--- config.mk ---
export PLATFORM = sky130hd
export DESIGN_NAME = sys_array_drainer
export DESIGN_NICKNAME = d
export VERILOG_FILES = /design/src/rtl/sys_array_pkg.sv /design/src/rtl/sys_array_drainer.sv
export SDC_FILE = /design/constraint.sdc
export NUM_CORES = 1
export LEC_CHECK = 0
export BUFFER_PORTS_ARGS = -buffer_cell sky130_fd_sc_hd__buf_2
export CORE_MARGIN = 3
export CORE_UTILIZATION = 57
export CTS_CLUSTER_DIAMETER = 200
export DETAILED_ROUTE_END_ITERATION = 16
export HOLD_SLACK_MARGIN = 0.03
export PLACE_DENSITY = 0.89
export SLEW_MARGIN = 20
export SYNTH_ARGS = -nofsm -noshare
export SYNTH_HDL_FRONTEND = slang
export SYNTH_SLANG_ARGS = --single-unit
--- constraint.sdc ---
create_clock -name clk -period 6.83 [get_ports clk]
set_input_delay 1.0245 -clock clk [delete_from_list [all_inputs] [get_ports clk]]
set_output_delay 1.0245 -clock clk [all_outputs]
set_load 0.05 [all_outputs]
--- src/rtl/sys_array_pkg.sv ---
// Shared types for the systolic-array result drainer: FSM state encoding and
// the result element width derived from the operand width.
package sys_array_pkg;

  typedef enum logic [1:0] {
    IDLE    = 2'd0,
    CAPTURE = 2'd1,
    DRAIN   = 2'd2
  } state_e;

  localparam int DATA_WIDTH_DEF = 8;
  localparam int RES_W_DEF      = 2 * DATA_WIDTH_DEF;

  function automatic int res_width(input int dw);
    return 2 * dw;
  endfunction

endpackage

--- src/rtl/sys_array_drainer.sv ---
// De-skews the diagonal wavefront leaving a systolic array into whole result
// rows and streams them out with valid/ready while capture keeps running.
module sys_array_drainer
  import sys_array_pkg::*;
#(
  parameter int DATA_WIDTH = DATA_WIDTH_DEF,
  parameter int ARRAY_A_W  = 4,
  parameter int ARRAY_W_L  = 4
) (
  input  logic                                          clk,
  input  logic                                          reset,
  input  logic                                          start,
  input  logic signed [ARRAY_W_L-1:0][2*DATA_WIDTH-1:0] in_data,
  output logic signed [ARRAY_W_L-1:0][2*DATA_WIDTH-1:0] out_row,
  output logic                                          out_valid,
  input  logic                                          out_ready,
  output logic [15:0]                                   out_row_idx,
  output logic                                          out_last,
  output logic                                          busy,
  output logic                                          start_err
);

  localparam int EW   = res_width(DATA_WIDTH);
  localparam int NOFF = ARRAY_A_W + ARRAY_W_L - 1;
  localparam int KW   = $clog2(NOFF + 1);
  localparam int RW   = $clog2(ARRAY_A_W + 1);

  localparam logic [KW-1:0] K_LAST       = KW'(NOFF - 1);
  localparam logic [KW-1:0] K_FIRST_DONE = KW'(ARRAY_W_L - 1);
  localparam logic [RW-1:0] R_LAST       = RW'(ARRAY_A_W - 1);

  state_e            state_q, state_d;
  logic [KW-1:0]     k_q, k_d, k_cur;
  logic [RW-1:0]     rows_avail_q, rows_avail_d;
  logic [RW-1:0]     rd_row_q, rd_row_d;
  logic              out_valid_q, out_valid_d;
  logic              out_last_q, out_last_d;
  logic              start_err_q, start_err_d;
  logic [15:0]       idx_q, idx_d;
  logic              start_acc, cap, hs, final_hs, row_done;

  logic [ARRAY_A_W-1:0][ARRAY_W_L-1:0][EW-1:0] rowbuf_q;

  always_comb begin
    hs        = out_valid_q & out_ready;
    final_hs  = hs && (state_q == DRAIN) && (rd_row_q == R_LAST);
    start_acc = start && ((state_q == IDLE) || final_hs);
    cap       = start_acc || (state_q == CAPTURE);
    // the accepted start cycle itself is offset 0
    k_cur     = start_acc ? '0 : k_q;
    row_done  = cap && (k_cur >= K_FIRST_DONE) && (k_cur <= K_LAST);
  end

  always_ff @(posedge clk) begin
    if (reset) state_q <= IDLE;
    else       state_q <= state_d;
  end

  always_comb begin
    state_d = state_q;
    if (start_acc) begin
      state_d = (K_LAST == '0) ? DRAIN : CAPTURE;
    end else begin
      unique case (state_q)
        IDLE:    state_d = IDLE;
        CAPTURE: if (k_cur == K_LAST) state_d = DRAIN;
        DRAIN:   if (final_hs) state_d = IDLE;
        default: state_d = IDLE;
      endcase
    end
  end

  always_comb begin
    busy    = (state_q != IDLE);
    out_row = '0;
    for (int r = 0; r < ARRAY_A_W; r++)
      if (out_valid_q && (rd_row_q == RW'(r))) out_row = rowbuf_q[r];
  end

  always_comb begin
    k_d          = cap ? k_cur + 1'b1 : k_q;
    rows_avail_d = (start_acc ? '0 : rows_avail_q) + RW'(row_done);
    rd_row_d     = start_acc ? '0 : rd_row_q + RW'(hs);
    // valid looks at next-state counters so a row is shown the cycle after it completes
    out_valid_d  = (rd_row_d < rows_avail_d);
    out_last_d   = out_valid_d && (rd_row_d == R_LAST);
    idx_d        = out_valid_d ? 16'(rd_row_d) : '0;
    start_err_d  = start_err_q | (start & ~start_acc);
  end

  always_ff @(posedge clk) begin
    if (reset) begin
      k_q          <= '0;
      rows_avail_q <= '0;
      rd_row_q     <= '0;
      out_valid_q  <= 1'b0;
      out_last_q   <= 1'b0;
      idx_q        <= '0;
      start_err_q  <= 1'b0;
    end else begin
      k_q          <= k_d;
      rows_avail_q <= rows_avail_d;
      rd_row_q     <= rd_row_d;
      out_valid_q  <= out_valid_d;
      out_last_q   <= out_last_d;
      idx_q        <= idx_d;
      start_err_q  <= start_err_d;
    end
  end

  // column j at offset k carries row k-j; anything outside the matrix is dropped
  always_ff @(posedge clk) begin
    for (int i = 0; i < ARRAY_A_W; i++)
      for (int j = 0; j < ARRAY_W_L; j++)
        if (cap && (k_cur == KW'(i + j))) rowbuf_q[i][j] <= in_data[j];
  end

  assign out_valid   = out_valid_q;
  assign out_last    = out_last_q;
  assign out_row_idx = idx_q;
  assign start_err   = start_err_q;

endmodule
==> run metrics <==
Critical Path Source Type=flip-flop; Tcrit/Tclk final=66.61%; Hold Vio Cnt, Final=0; clock buffer depth=3; Synth cell types=44; layout cells sized above 1=22.57%; endpoint type of the worst setup path=output pin; vias per cell=5.936; Synth area leader=edfxtp_1; Post-CTS Hold Buffers=0; first-pass GRT wire length=34.99 mm; max_cap viols=0; Post-DP Area=11620 µm²; core box area=18270 µm²; vias in the first global route=6830; router iterations before antenna repair=5; # port buffers=138; syn avg cell area=14.43 µm²; RSZ-0062 raised after global routing=no; clk slew on worst S/H paths=0.06 ns; cell repeated most along the worst path=buf_4; Top Ports=152; max frequency=0.2198 GHz; CP max FO=44; # fillers=1237; Synth Cell Area=10760 µm²; Row Count=49; Layout Area Growth over Synthesis=15.97%; CTS Root Cell=clkbuf_16; Initial DRC Count=524; maximum VDD drop=0.2622 mV; clk_skew=0.009682 ns; initial antenna violation count=1; crit-path cells=buf_4 -> nor2b_4 -> buf_4 -> a2bb2oi_1 -> o31ai_1 -> buf_2; max incr delay on CP=0.64 ns; CP max stage cell=nor2b_4; CP Class=reg -> out; grt total ovfl=0; pin count of the biggest net entering global routing=71; min Tclk post-route=4.549 ns; post-CTS setup buffers=0; P per Cell Area=283.0 nW/µm²; Die Y-Extent=143.4 µm; worst slew pin tran=0.9752 ns; crit-path leading delay family=buffers and inverters; sequential fraction of the synthesis area=74.60%; Die Wd=143.4 µm; Vias=6684; final setup TNS=0 ns; DP HPWL=13.10 mm; worst path required time=5.81 ns; status=finished clean; worst hold-check path type=reg -> reg; Worst slew margin=34.98%; antenna viol nets, final=0; most common cell in the netlist=edfxtp_1; share of the synthesized area in the top cell type=71.43%; CP Data Arrival Time=3.52 ns; full die area=20570 µm²; Post-synth EDFFs=256; GP Congestion=0.7920; drt wl/cell=20.38 µm; gr usage total=21.70%; Num CTS Buffers=26; Commonest cells post-synth=edfxtp_1, nor2_1, nand2_1, o31ai_1, a2bb2oi_1; starting density of the core=58.90%; # setup viols final=0; Lkg Pwr=4.655 nW; synth top area cells=edfxtp_1, a2bb2oi_1, nor2_1, o31ai_1, dfxtp_1; Yosys warning count=0; Layout Cell Area excl Fill=12480 µm²; Synth Flop Type=edfxtp_1; # resized after CTS=0; Worst-Skew Late Latency=0.52 ns; DRT Wirelength=22.95 mm; Post-synth ARST share=0%; FF+latch count, synth=273; Layout Nets=953; Mapped Cells=746; max-slew violation count=0; H-tree depth=1; WP buf/inv=3; residual DRC count=0; CTS tree=done; clock sink total=273
cell type report:
class                      instances  area [µm²]  share of cell area, %
antenna                            2       5.005                0.04010
clock buffer                      38       725.7                  5.815
clock inverter                    10       106.4                 0.8521
inverter                           4       15.01                 0.1203
multi-input combinational        423        2534                  20.30
sequential                       273        8030                  64.34
tap                              229       286.5                  2.296
timing repair buffer             147       778.2                  6.236
per-layer routing:
layer / up-vias / global-route usage [%] / wire length [µm]
li1: 3044 / - / -
met1: 3288 / 27.26 / 9043
met2: 306 / 37.93 / 11590
met3: 44 / 4.126 / 1764
met4: 2 / 7.730 / 535
met5: - / 0 / 13
path summary, 6_finish.rpt:
kind,startpoint,end,depth (start not counted),slack [ns]
hold reg to reg,start_err,start_err,2,0.51
setup reg to reg,rd_row_q[0],out_last,13,3.16
hold / removal,start_err,start_err,2,0.51
setup / recovery,rd_row_q[1],out_row[15],6,2.28
per-stage QoR:
step,setup WS [ns],std cells,power (W),hold slack [ns],utilization [%]
after CTS,2.262,1123,0.003555,0.5096,68.13
after detailed placement,2.710,1075,0.002181,0.4947,63.58
after global placement,2.788,1075,0.002172,0.4860,63.58
after global routing,2.094,1124,0.003633,0.5363,68.29
after floorplan,0.9825,758,0.002101,0.5347,-
final,2.281,1126,0.003532,0.5057,68.31
logic make-up (layout without fill, tap and decap cells):
logic type	count (synthesis)	after routing	share of synthesized area, %
mux	1	1	0.1046
other cells	1	15	0.03485
flops	273	273	74.60
buf+inv	62	199	2.953
xor+xnor	2	2	0.1628
compound gates	158	158	11.73
fa+ha+maj	10	10	1.163
simple gates	239	239	9.255
worst reg2reg max path, stage by stage, from the launching register on:
cell and delay, ns:
dfxtp_2 0.50, and4b_2 0.36, a21oi_2 0.67, nand2_1 0.13
ha_1 0.26, o21ai_0 0.18, a21oi_1 0.10, ha_1 0.24
ha_1 0.21, xor2_1 0.17, ha_1 0.37, o21ai_0 0.10
nand3_1 0.11, nor3_1 0.18
state kept, by name (all words and copies together), names as in the netlist:
signal        count
out_last          1
rows_avail_q      3
out_row_idx       3
start_err         1
state_q           2
rowbuf_q        256
k_q               3
rd_row_q          3
out_valid         1
where the power goes:
part,leakage (nW),switching (W),internal (W)
combinational,1.79,0.000178,0.0000680
clock,0.406,0.000571,0.000812
sequential,2.46,0.0000188,0.00188
cells in the final DEF, fill, tap and decap left out, types with 2 or more instances in the layout:
master     Yosys  layout
diode_2        0       2
nor2b_1        5       4
clkbuf_8       0       3
a2bb2oi_1     64      64
a21o_1         3       3
a21oi_1        6       6
clkinv_2       0       3
nand2_1       73      73
clkbuf_16      0      26
buf_2         23     138
a211oi_1       5       5
dfxtp_1       17      15
ha_1          10      10
nand2b_1       4       3
edfxtp_1     256     256
o31ai_1       65      64
a21boi_4       0       2
conb_1         1      13
dfxtp_2        0       2
bufinv_16      0       2
nor2_1       133     133
clkbuf_1      19       9
o21ai_0        4       4
nand3_1        3       3
o21a_1         2       2
and2_1         7       6
buf_4         13       8
and3_1         4       3
inv_1          4       4
clkinv_1       0       4
Power figures use the tool's default switching activity.
